--- src/rtl/velocity_cell_arbiter.sv ---
// velocity_cell_arbiter
//
// Sequences one pass over a single-port velocity cell RAM. Address 0 holds the
// particle count N; addresses 1..N hold {vz, vy, vx}. A pass fetches N, streams
// reads of 1..N to the motion-update datapath and interleaves write-back of
// updated velocities. When both want the port, the write wins.
//
// Ports:
//   clk, rst                 clock, asynchronous active-high reset
//   start                    one-cycle pulse that begins a pass (IDLE only)
//   busy, done               pass in progress / one-cycle end-of-pass pulse
//   particle_num             clamped particle count for this pass
//   err                      sticky illegal-write-address flag
//   vel_out*                 read data, its address and valid (1-cycle latency)
//   wb_valid/addr/data/ready write-back request channel
//   mem_*                    RAM port (mem_q valid the cycle after mem_rden)
module velocity_cell_arbiter #(
    parameter int unsigned DATA_WIDTH   = 96,
    parameter int unsigned ADDR_WIDTH   = 8,
    parameter int unsigned PARTICLE_NUM = 220
) (
    input  logic                  clk,
    input  logic                  rst,
    input  logic                  start,
    output logic                  busy,
    output logic                  done,
    output logic [ADDR_WIDTH-1:0] particle_num,
    output logic                  err,
    output logic [DATA_WIDTH-1:0] vel_out,
    output logic [ADDR_WIDTH-1:0] vel_out_addr,
    output logic                  vel_out_valid,
    input  logic                  wb_valid,
    input  logic [ADDR_WIDTH-1:0] wb_addr,
    input  logic [DATA_WIDTH-1:0] wb_data,
    output logic                  wb_ready,
    output logic [ADDR_WIDTH-1:0] mem_address,
    output logic [DATA_WIDTH-1:0] mem_data,
    output logic                  mem_rden,
    output logic                  mem_wren,
    input  logic [DATA_WIDTH-1:0] mem_q
);

    typedef enum logic [2:0] {
        StIdle,
        StFetchNum,
        StWaitNum,
        StRun,
        StDrain,
        StDone
    } state_e;

    // Address 0 holds the count, so at most PARTICLE_NUM-1 particles fit.
    localparam logic [ADDR_WIDTH-1:0] MaxNum = ADDR_WIDTH'(PARTICLE_NUM - 1);

    state_e                state_q, state_d;
    logic [ADDR_WIDTH-1:0] rp_q, rp_d;
    logic [ADDR_WIDTH-1:0] wc_q, wc_d;
    logic [ADDR_WIDTH-1:0] num_q, num_d;
    logic                  err_q, err_d;
    logic                  rd_valid_q, rd_valid_d;
    logic [ADDR_WIDTH-1:0] rd_addr_q, rd_addr_d;

    logic [ADDR_WIDTH-1:0] num_fetched;
    logic [ADDR_WIDTH-1:0] num_clamped;
    logic                  wb_fire;
    logic                  wb_legal;

    assign num_fetched = mem_q[ADDR_WIDTH-1:0];
    assign num_clamped = (num_fetched > MaxNum) ? MaxNum : num_fetched;

    // wb_ready decodes the state register only, so it never depends on wb_valid.
    assign wb_ready = (state_q == StRun) || (state_q == StDrain);
    assign wb_fire  = wb_valid && wb_ready;
    assign wb_legal = wb_fire && (wb_addr != '0) && (wb_addr <= num_q);

    assign busy          = (state_q != StIdle);
    assign done          = (state_q == StDone);
    assign particle_num  = num_q;
    assign err           = err_q;
    assign vel_out       = mem_q;
    assign vel_out_valid = rd_valid_q;
    assign vel_out_addr  = rd_addr_q;

    always_comb begin
        state_d     = state_q;
        rp_d        = rp_q;
        wc_d        = wc_q;
        num_d       = num_q;
        err_d       = err_q;
        rd_valid_d  = 1'b0;
        rd_addr_d   = '0;
        mem_address = '0;
        mem_data    = '0;
        mem_rden    = 1'b0;
        mem_wren    = 1'b0;

        // Accepted writes are only possible in RUN/DRAIN. Illegal ones complete
        // the handshake but never reach the RAM or the write counter.
        if (wb_legal) begin
            mem_wren    = 1'b1;
            mem_address = wb_addr;
            mem_data    = wb_data;
            wc_d        = wc_q + 1'b1;
        end else if (wb_fire) begin
            err_d = 1'b1;
        end

        case (state_q)
            StIdle: begin
                if (start) begin
                    err_d   = 1'b0;
                    rp_d    = '0;
                    wc_d    = '0;
                    state_d = StFetchNum;
                end
            end
            StFetchNum: begin
                mem_rden = 1'b1;
                state_d  = StWaitNum;
            end
            StWaitNum: begin
                num_d = num_clamped;
                if (num_clamped == '0) begin
                    state_d = StDone;
                end else begin
                    rp_d    = ADDR_WIDTH'(1);
                    state_d = StRun;
                end
            end
            StRun: begin
                // Any accepted write (legal or not) takes this cycle's slot.
                if (!wb_fire) begin
                    mem_rden    = 1'b1;
                    mem_address = rp_q;
                    rd_valid_d  = 1'b1;
                    rd_addr_d   = rp_q;
                    rp_d        = rp_q + 1'b1;
                    if (rp_q == num_q) begin
                        state_d = StDrain;
                    end
                end
            end
            StDrain: begin
                // Counts this cycle's write, so DONE follows the final write directly.
                if (wc_d >= num_q) begin
                    state_d = StDone;
                end
            end
            StDone: begin
                state_d = StIdle;
            end
            default: begin
                state_d = StIdle;
            end
        endcase
    end

    always_ff @(posedge clk or posedge rst) begin
        if (rst) begin
            state_q    <= StIdle;
            rp_q       <= '0;
            wc_q       <= '0;
            num_q      <= '0;
            err_q      <= 1'b0;
            rd_valid_q <= 1'b0;
            rd_addr_q  <= '0;
        end else begin
            state_q    <= state_d;
            rp_q       <= rp_d;
            wc_q       <= wc_d;
            num_q      <= num_d;
            err_q      <= err_d;
            rd_valid_q <= rd_valid_d;
            rd_addr_q  <= rd_addr_d;
        end
    end

endmodule

--- config.mk ---
export PLATFORM = sky130hd
export DESIGN_NAME = velocity_cell_arbiter
export DESIGN_NICKNAME = d
export VERILOG_FILES = /design/src/rtl/velocity_cell_arbiter.sv
export SDC_FILE = /design/constraint.sdc
export NUM_CORES = 1
export LEC_CHECK = 0
export BUFFER_PORTS_ARGS = -buffer_cell sky130_fd_sc_hd__buf_2
export CORE_AREA = 2 2 167 169
export CTS_CLUSTER_DIAMETER = 150
export DETAILED_ROUTE_END_ITERATION = 8
export DIE_AREA = 0 0 169 171
export PLACE_DENSITY_LB_ADDON = 0.12
export SLEW_MARGIN = 30
export SYNTH_ARGS = -nofsm -noshare
export SYNTH_HDL_FRONTEND = slang
export SYNTH_SLANG_ARGS = --single-unit
--- constraint.sdc ---
create_clock -name clk -period 5.2 [get_ports clk]
set_input_delay 1.04 -clock clk [delete_from_list [all_inputs] [get_ports clk]]
set_output_delay 1.04 -clock clk [all_outputs]
set_load 0.01 [all_outputs]
==> load_flow_metrics.sql, run 1 <==
INSERT INTO impl_metrics (metric_group, metric, value, unit) VALUES
('grt', 'first_global_vias', '3483', ''),
('worst_setup_path', 'end_kind', 'output port', ''),
('power', 'seqPwrFrac', '23.3', '%'),
('drt', 'via_count', '3521', ''),
('power', 'p_total', '0.00218', 'W'),
('yosys', 'synth_nets', '665', ''),
('yosys', 'synth_ff_type', 'sky130_fd_sc_hd__dfrtp_1', ''),
('cells_and_area', 'syn_to_final_growth', '28.9', '%'),
('yosys', 'ys_seq_area_share', '25.5', '%'),
('cells_and_area', 'layout_commonest_cell', 'sky130_fd_sc_hd__buf_2', ''),
('clock_tree', 'clock_latency_reported_for_the_late_side_of_the_worst_skew_pair', '290', 'ps'),
('grt', 'grt_antenna_before_repair', '3', ''),
('die', 'rows', '61', ''),
('yosys', 'synth-edff-count', '0', ''),
('drt', 'finalWirelength', '17.6', 'mm'),
('drt', 'first_iter_violations', '142', ''),
('drt', 'route.antenna.remaining_nets', '0', ''),
('clock_tree', 'cts_clock_pin_slew_for_the_worst_setup_and_hold_paths', '60', 'ps'),
('clock_tree', 'ctsRootBufferMaster', 'sky130_fd_sc_hd__clkbuf_16', ''),
('timing', 'setup-violations-final', '0', ''),
('min_path', 'hold-path-cell-count', '2', ''),
('timing', 'clock.fmax', '0.231', 'GHz'),
('yosys', 'syn-mean-instance-area', '8.18', 'sq um'),
('timing', 'setup-tns-final', '0', 'ps'),
('power', 'power_switching_share', '47.3', '%'),
('drt', 'pre_antenna_drt_iters', '4', ''),
('min_path', 'tightest_hold_check_type', 'register to register', ''),
('clock_tree', 'postCtsSetupRepairBufs', '0', ''),
('clock_tree', 'cts.hold.buffers_added', '0', ''),
('grt', 'grt_overflow_total', '0', ''),
('yosys', 'synth_area_leaders', 'sky130_fd_sc_hd__dfrtp_1 26%, sky130_fd_sc_hd__buf_4 20%, sky130_fd_sc_hd__and2_1 18%', ''),
('drt', 'routed_via_density', '3.77', ''),
('timing', 'finalWorstPathRequiredPeriod', '4340', 'ps'),
('yosys', 'yosys_register_bits', '37', ''),
('die', 'dieHeight', '171', 'um'),
('grt', 'grt_pass1_wl', '23.5', 'mm'),
('yosys', 'synthDistinctLibCells', '43', ''),
('placed_design', 'quantity_of_i_o_buffers_inserted_on_ports', '250', ''),
('timing', 'finalMaxSlewViolations', '0', ''),
('timing', 'worst-slew-pin-transition', '702', 'ps'),
('yosys', 'postSynth.asyncResetShare', '100', '%'),
('grt', 'grt_start_max_net_pins', '102', ''),
('worst_setup_path', 'startpoint_type', 'input port', ''),
('power', 'cell_internal_pwr', '0.00115', 'W'),
('die', 'core_region_area', '27300', 'sq um'),
('yosys', 'synth_warnings', '0', ''),
('timing', 'final.setup_skew', '2.44', 'ps'),
('yosys', 'synthDominantCellAreaShare', '25.5', '%'),
('clock_tree', 'cts_max_path_buffers', '2', ''),
('run_status', 'status', 'complete, no violations', ''),
('clock_tree', 'tritoncts_clock_tree', 'built', ''),
('power', 'power_frac_clock', '14.2', '%'),
('timing', 'final-hold-violation-count', '0', ''),
('timing', 'final_cycle_utilization_of_the_critical_path', '83.4', '%'),
('cells_and_area', 'fillers', '3123', ''),
('cells_and_area', 'diodes', '0', ''),
('cells_and_area', 'commonest_cells_after_routing_fill_and_taps_aside', '250 x sky130_fd_sc_hd__buf_2, 105 x sky130_fd_sc_hd__and2_1, 37 x sky130_fd_sc_hd__dfrtp_1', ''),
('power', 'net-switching-power', '0.00103', 'W'),
('placed_design', 'gp_congestion', '0.780', ''),
('yosys', 'synthCells', '443', ''),
('placed_design', 'dpl_wire_length', '15.0', 'mm'),
('cells_and_area', 'num-nets-final', '810', ''),
('power', 'static-leakage-power', '2.60', 'nW'),
('worst_setup_path', 'worstRegToRegCells', '13', ''),
('timing', 'unrepaired_setup_endpoints_after_global_routing', 'no', ''),
('clock_tree', 'ctsResizeCount', '0', ''),
('power', 'vdd_drop_max', '0.180', 'mV'),
('die', 'die_area', '28900', 'sq um'),
('power', 'power.combinational.fraction', '62.5', '%'),
('die', 'die_x', '169', 'um'),
('worst_setup_path', 'critPathMaxFanout', '101', '');
Yosys cell counts (all sizes together) (2+ instances only):
cell type and instances:
a211oi 3, a21o 10, a21oi 9, a31oi 3, and2 105, and3 3, buf 108, clkbuf 7
dfrtp 37, ha 18, inv 17, mux2i 4, nand2 25, nand2b 3, nand3 6, nand4 7
nor2 11, nor2b 2, nor3 2, nor3b 2, nor4 6, o21a 2, o21ai 22, o22a 4
or2 2, xnor2 12, xor2 2
path summary, 6_finish.rpt:
check	end	from	slack [ps]
max reg2reg	state_q[0]$_DFFE_PP0P_	state_q[2]$_DFFE_PP0P_	1360
min in group asynchronous	particle_num[3]$_DFFE_PP0P_	rst	860
max in group asynchronous	wc_q[6]$_DFF_PP0_	rst	3930
max	mem_data[58]	wb_addr[1]	860
min	err$_DFF_PP0_	err$_DFF_PP0_	490
min reg2reg	err$_DFF_PP0_	err$_DFF_PP0_	490
per-layer routing:
| metal | GRT usage, % | part of all wire (%) | vias to the layer above |
|---|---|---|---|
| met5 | 0 | 0 | - |
| met4 | 2.86 | 1.5 | 0 |
| met3 | 4.26 | 10 | 34 |
| met2 | 18.0 | 47 | 192 |
| met1 | 14.1 | 42 | 1646 |
| li1 | - | - | 1649 |
power groups by stage:
| stage | registers (W) | clock network (W) | logic, W |
|---|---|---|---|
| after floorplan | 0.000476 | 0 | 0.000930 |
| after global placement | 0.000517 | 0 | 0.00138 |
| after detailed placement | 0.000515 | 0 | 0.00138 |
| after CTS | 0.000511 | 0.000321 | 0.00139 |
| after global routing | 0.000528 | 0.000333 | 0.00152 |
| final | 0.000508 | 0.000311 | 0.00136 |
per-stage QoR:
step | cell area, sq um | worst slack (ps) | util [%] | hold WS [ps] | instances
after floorplan | 3620 | 1580 | - | 466 | 443
after global placement | 4530 | 851 | 16.6 | 485 | 927
after detailed placement | 4530 | 784 | 16.6 | 484 | 927
after CTS | 4670 | 791 | 17.1 | 505 | 934
after global routing | 4670 | 617 | 17.1 | 528 | 934
final | 4670 | 865 | 17.1 | 491 | 934
sequential cells by signal (all words and copies together) (netlist names):
name,cells
err,1
wc_q,8
rp_q,8
vel_out_addr,8
particle_num,8
state_q,3
vel_out_valid,1
cell families after synthesis:
| family | after synthesis | synth area share (%) |
|---|---|---|
| compound gates | 61 | 10.9 |
| xor+xnor | 14 | 3.38 |
| fa+ha+maj | 18 | 6.21 |
| buf+inv | 132 | 24.3 |
| flops | 37 | 25.5 |
| mux | 5 | 1.42 |
| simple gates | 176 | 28.3 |
cell type report:
cell class	count	area, sq um	area share, %
inverters	17	63.8	1.37
multi-input cells	274	1820	39.0
clock buffers	7	143	3.05
repair buffers	253	1290	27.5
flip-flops and latches	37	926	19.8
well taps	346	433	9.26
worst max-delay path: stages:
cell and delay [ps]:
sky130_fd_sc_hd__buf_2 130, sky130_fd_sc_hd__ha_1 290, sky130_fd_sc_hd__nor2b_1 130, sky130_fd_sc_hd__o211ai_1 150, sky130_fd_sc_hd__a21oi_1 140, sky130_fd_sc_hd__nor3b_4 580, sky130_fd_sc_hd__buf_12 340, sky130_fd_sc_hd__and2_1 250
sky130_fd_sc_hd__buf_2 160
No activity file was read; power rests on OpenSTA's default activity.
==> inputs of run 2 (changes only) <==
- CORE_AREA: 2 2 167 169 -> 2 2 164 166
- DIE_AREA: 0 0 169 171 -> 0 0 166 168
- clock period: 5.2 -> 4 ns (I/O delays scaled with it)
==> run 2 against run 1 <==
Net effect: clock skew increased by 8.1 ps; global-route usage hardly changed; cell count unchanged; register-to-register slack worse by 780 ps; combinational power increased by 31%; total power increased by 30%; sequential share of layout area decreased by 0.058 points; core utilization is 0.68 points higher; sequential cell count unchanged; final area grew 0.29%; largest cell class unchanged.
==> load_flow_metrics.sql, run 2 (synthesis gave the netlist of run 1 again) <==
INSERT INTO impl_metrics (metric_group, metric, value, unit) VALUES
('run_status', 'status', 'complete, no violations', ''),
('grt', 'grt_overflow_total', '0', ''),
('drt', 'met1_length', '6.01', 'mm'),
('clock_tree', 'cts.hold.buffers_added', '0', ''),
('timing', 'final.setup_skew', '10.6', 'ps'),
('timing', 'final-hold-violation-count', '0', ''),
('drt', 'via_count', '3536', ''),
('clock_tree', 'cts_inserted_buffers', '5', ''),
('drt', 'pre_antenna_drt_iters', '4', ''),
('clock_tree', 'clock_latency_reported_for_the_late_side_of_the_worst_skew_pair', '290', 'ps'),
('timing', 'setup-tns-final', '0', 'ps'),
('timing', 'clock.fmax', '0.272', 'GHz'),
('power', 'net-switching-power', '0.00134', 'W'),
('drt', 'routed_via_density', '3.79', ''),
('placed_design', 'quantity_of_i_o_buffers_inserted_on_ports', '250', ''),
('placed_design', 'dp_cells', '926', ''),
('die', 'dieHeight', '168', 'um'),
('die', 'rows', '60', ''),
('timing', 'setup-violations-final', '0', ''),
('worst_setup_path', 'cp_common_cell', 'sky130_fd_sc_hd__buf_2', ''),
('grt', 'globalRouteTotalUtil', '11.2', '%'),
('worst_setup_path', 'startpoint_type', 'input port', ''),
('die', 'die_area', '27900', 'sq um'),
('die', 'floorplan.initialDensity', '13.8', '%'),
('timing', 'worst-slew-pin-transition', '841', 'ps'),
('cells_and_area', 'instances_no_fill', '934', ''),
('power', 'seqPwrFrac', '23.3', '%'),
('worst_setup_path', 'end_kind', 'output port', ''),
('timing', 'post_route_worst_hold_slack', '504', 'ps'),
('die', 'core_region_area', '26400', 'sq um'),
('drt', 'dr_wl_met2', '9.01', 'mm'),
('placed_design', 'dpl_wire_length', '14.4', 'mm'),
('worst_setup_path', 'critical_path.n_buffers_inverters', '3', ''),
('power', 'power_frac_clock', '14.2', '%'),
('cells_and_area', 'final_layout_size_suffix_gt1_share', '45.7', '%'),
('power', 'static-leakage-power', '2.62', 'nW'),
('drt', 'wire_per_inst', '17.6', 'um'),
('worst_setup_path', 'cp.required', '3200', 'ps'),
('worst_setup_path', 'criticalPathCategory', 'input port to output port', ''),
('power', 'power_switching_share', '47.3', '%'),
('grt', 'grt_start_max_net_pins', '66', ''),
('clock_tree', 'postCtsSetupRepairBufs', '0', ''),
('timing', 'final_cycle_utilization_of_the_critical_path', '92.0', '%'),
('cells_and_area', 'layout_commonest_cell', 'sky130_fd_sc_hd__buf_2', ''),
('timing', 'unrepaired_setup_endpoints_after_global_routing', 'no', ''),
('worst_setup_path', 'cp_data_arrival_time', '2880', 'ps'),
('clock_tree', 'ctsHtreeMaxLevel', '2', ''),
('cells_and_area', 'commonest_cells_after_routing_fill_and_taps_aside', '250 x sky130_fd_sc_hd__buf_2, 105 x sky130_fd_sc_hd__and2_1, 37 x sky130_fd_sc_hd__dfrtp_1', ''),
('drt', 'met3RoutedLength', '1.16', 'mm'),
('cells_and_area', 'diodes', '0', ''),
('power', 'power_density', '607', 'nW/um^2'),
('worst_setup_path', 'critPathMaxFanout', '65', ''),
('timing', 'maxSlewHeadroom', '43.9', '%'),
('clock_tree', 'cts_sinks', '37', ''),
('power', 'vdd_drop_max', '0.223', 'mV'),
('die', 'io_pins', '427', ''),
('min_path', 'tightest_hold_check_type', 'register to register', ''),
('clock_tree', 'cts_max_path_buffers', '2', ''),
('cells_and_area', 'fin_util', '17.8', '%'),
('cells_and_area', 'num-nets-final', '814', ''),
('cells_and_area', 'syn_to_final_growth', '29.3', '%'),
('worst_setup_path', 'critPathSlowestCell', 'sky130_fd_sc_hd__buf_4', ''),
('die', 'die_x', '166', 'um'),
('power', 'power.combinational.fraction', '62.5', '%'),
('clock_tree', 'ctsRootBufferMaster', 'sky130_fd_sc_hd__clkbuf_16', ''),
('drt', 'top_sig_layer', 'met4', ''),
('timing', 'finalWorstPathRequiredPeriod', '3680', 'ps'),
('clock_tree', 'ctsResizeCount', '0', ''),
('drt', 'drc_errors', '0', ''),
('worst_setup_path', 'crit_chain', 'buf_2, ha_1, nor2b_1, o211ai_1, a21oi_1, nor3b_4, buf_4, and2_1, buf_2', ''),
('placed_design', 'gp_congestion', '0.815', ''),
('run', 'drv_cap', '0', ''),
('grt', 'grt_antenna_before_repair', '1', ''),
('worst_setup_path', 'critical-path-max-stage-delay', '470', 'ps'),
('timing', 'finalMaxSlewViolations', '0', ''),
('drt', 'route.antenna.remaining_nets', '0', ''),
('drt', 'finalWirelength', '16.4', 'mm'),
('grt', 'first_global_vias', '3725', ''),
('clock_tree', 'tritoncts_clock_tree', 'built', ''),
('grt', 'grt_pass1_wl', '23.9', 'mm'),
('drt', 'first_iter_violations', '84', ''),
('worst_setup_path', 'cp_top_family', 'buffers and inverters', ''),
('clock_tree', 'cts_clock_pin_slew_for_the_worst_setup_and_hold_paths', '60', 'ps'),
('power', 'cell_internal_pwr', '0.00150', 'W');
-- run 2: cell types whose count changed in the layout (fill, tap and decap cells not counted) --
cell	previous run	this run
sky130_fd_sc_hd__inv_2	1	2
sky130_fd_sc_hd__buf_12	1	0
sky130_fd_sc_hd__clkbuf_8	1	0
sky130_fd_sc_hd__buf_4	2	7
sky130_fd_sc_hd__nor2_2	1	0
sky130_fd_sc_hd__inv_1	16	15
sky130_fd_sc_hd__clkinv_2	0	1
sky130_fd_sc_hd__clkinv_4	0	2
sky130_fd_sc_hd__nor2_1	10	11
sky130_fd_sc_hd__clkbuf_1	1	0
-- run 2: layout make-up --
class / count / area, sq um
clock buffer: 5 / 125
clock inverter: 3 / 22.5
multi-input combinational: 274 / 1820
timing repair buffer: 257 / 1300
inverter: 17 / 63.8
fill: 3037 / 21700
sequential: 37 / 926
tap: 341 / 427
-- run 2: worst paths after layout --
| path | slack, ps | depth (start not counted) | startpoint | endpoint |
|---|---|---|---|---|
| max | 320 | 9 | wb_addr[1] | mem_data[43] |
| min reg2reg | 500 | 1 | wc_q[7]$_DFF_PP0_ | wc_q[7]$_DFF_PP0_ |
| max reg2reg | 580 | 15 | particle_num[1]$_DFFE_PP0P_ | state_q[0]$_DFFE_PP0P_ |
| min | 500 | 1 | wc_q[7]$_DFF_PP0_ | wc_q[7]$_DFF_PP0_ |
| max in group asynchronous | 2780 | 2 | rst | vel_out_addr[6]$_DFF_PP0_ |
| min in group asynchronous | 670 | 2 | rst | particle_num[1]$_DFFE_PP0P_ |
-- run 2: per-layer routing --
layer / vias up / GRT usage, %
met4: 0 / 2.91
li1: 1654 / -
met5: - / 0
met1: 1677 / 11.7
met3: 31 / 3.15
met2: 174 / 21.9
-- run 2: metrics by stage --
stage | setup WS [ps] | area, sq um | power, W
2_1_floorplan | 617 | 3620 | 0.00183
3_3_place_gp | 324 | 4540 | 0.00250
3_5_place_dp | 229 | 4540 | 0.00249
4_1_cts | 262 | 4690 | 0.00292
5_1_grt | 71.2 | 4690 | 0.00313
6_report | 319 | 4690 | 0.00284
-- run 2: power groups by stage --
stage                     Combinational (W)  Sequential [W]  Clock, W
after CTS                           0.00183        0.000668  0.000419
final                               0.00178        0.000663  0.000403
after global routing                0.00201        0.000687  0.000435
after floorplan                     0.00121        0.000618         0
after detailed placement            0.00182        0.000674         0
after global placement              0.00182        0.000679         0
-- run 2: worst register-to-register path, delay by kind of cell, from the launching register on --
kind	cells	cell delay (ps)
fa+ha+maj	2	580
simple gates	4	780
xor+xnor	1	210
buf+inv	1	130
flops	1	450
compound gates	7	1150
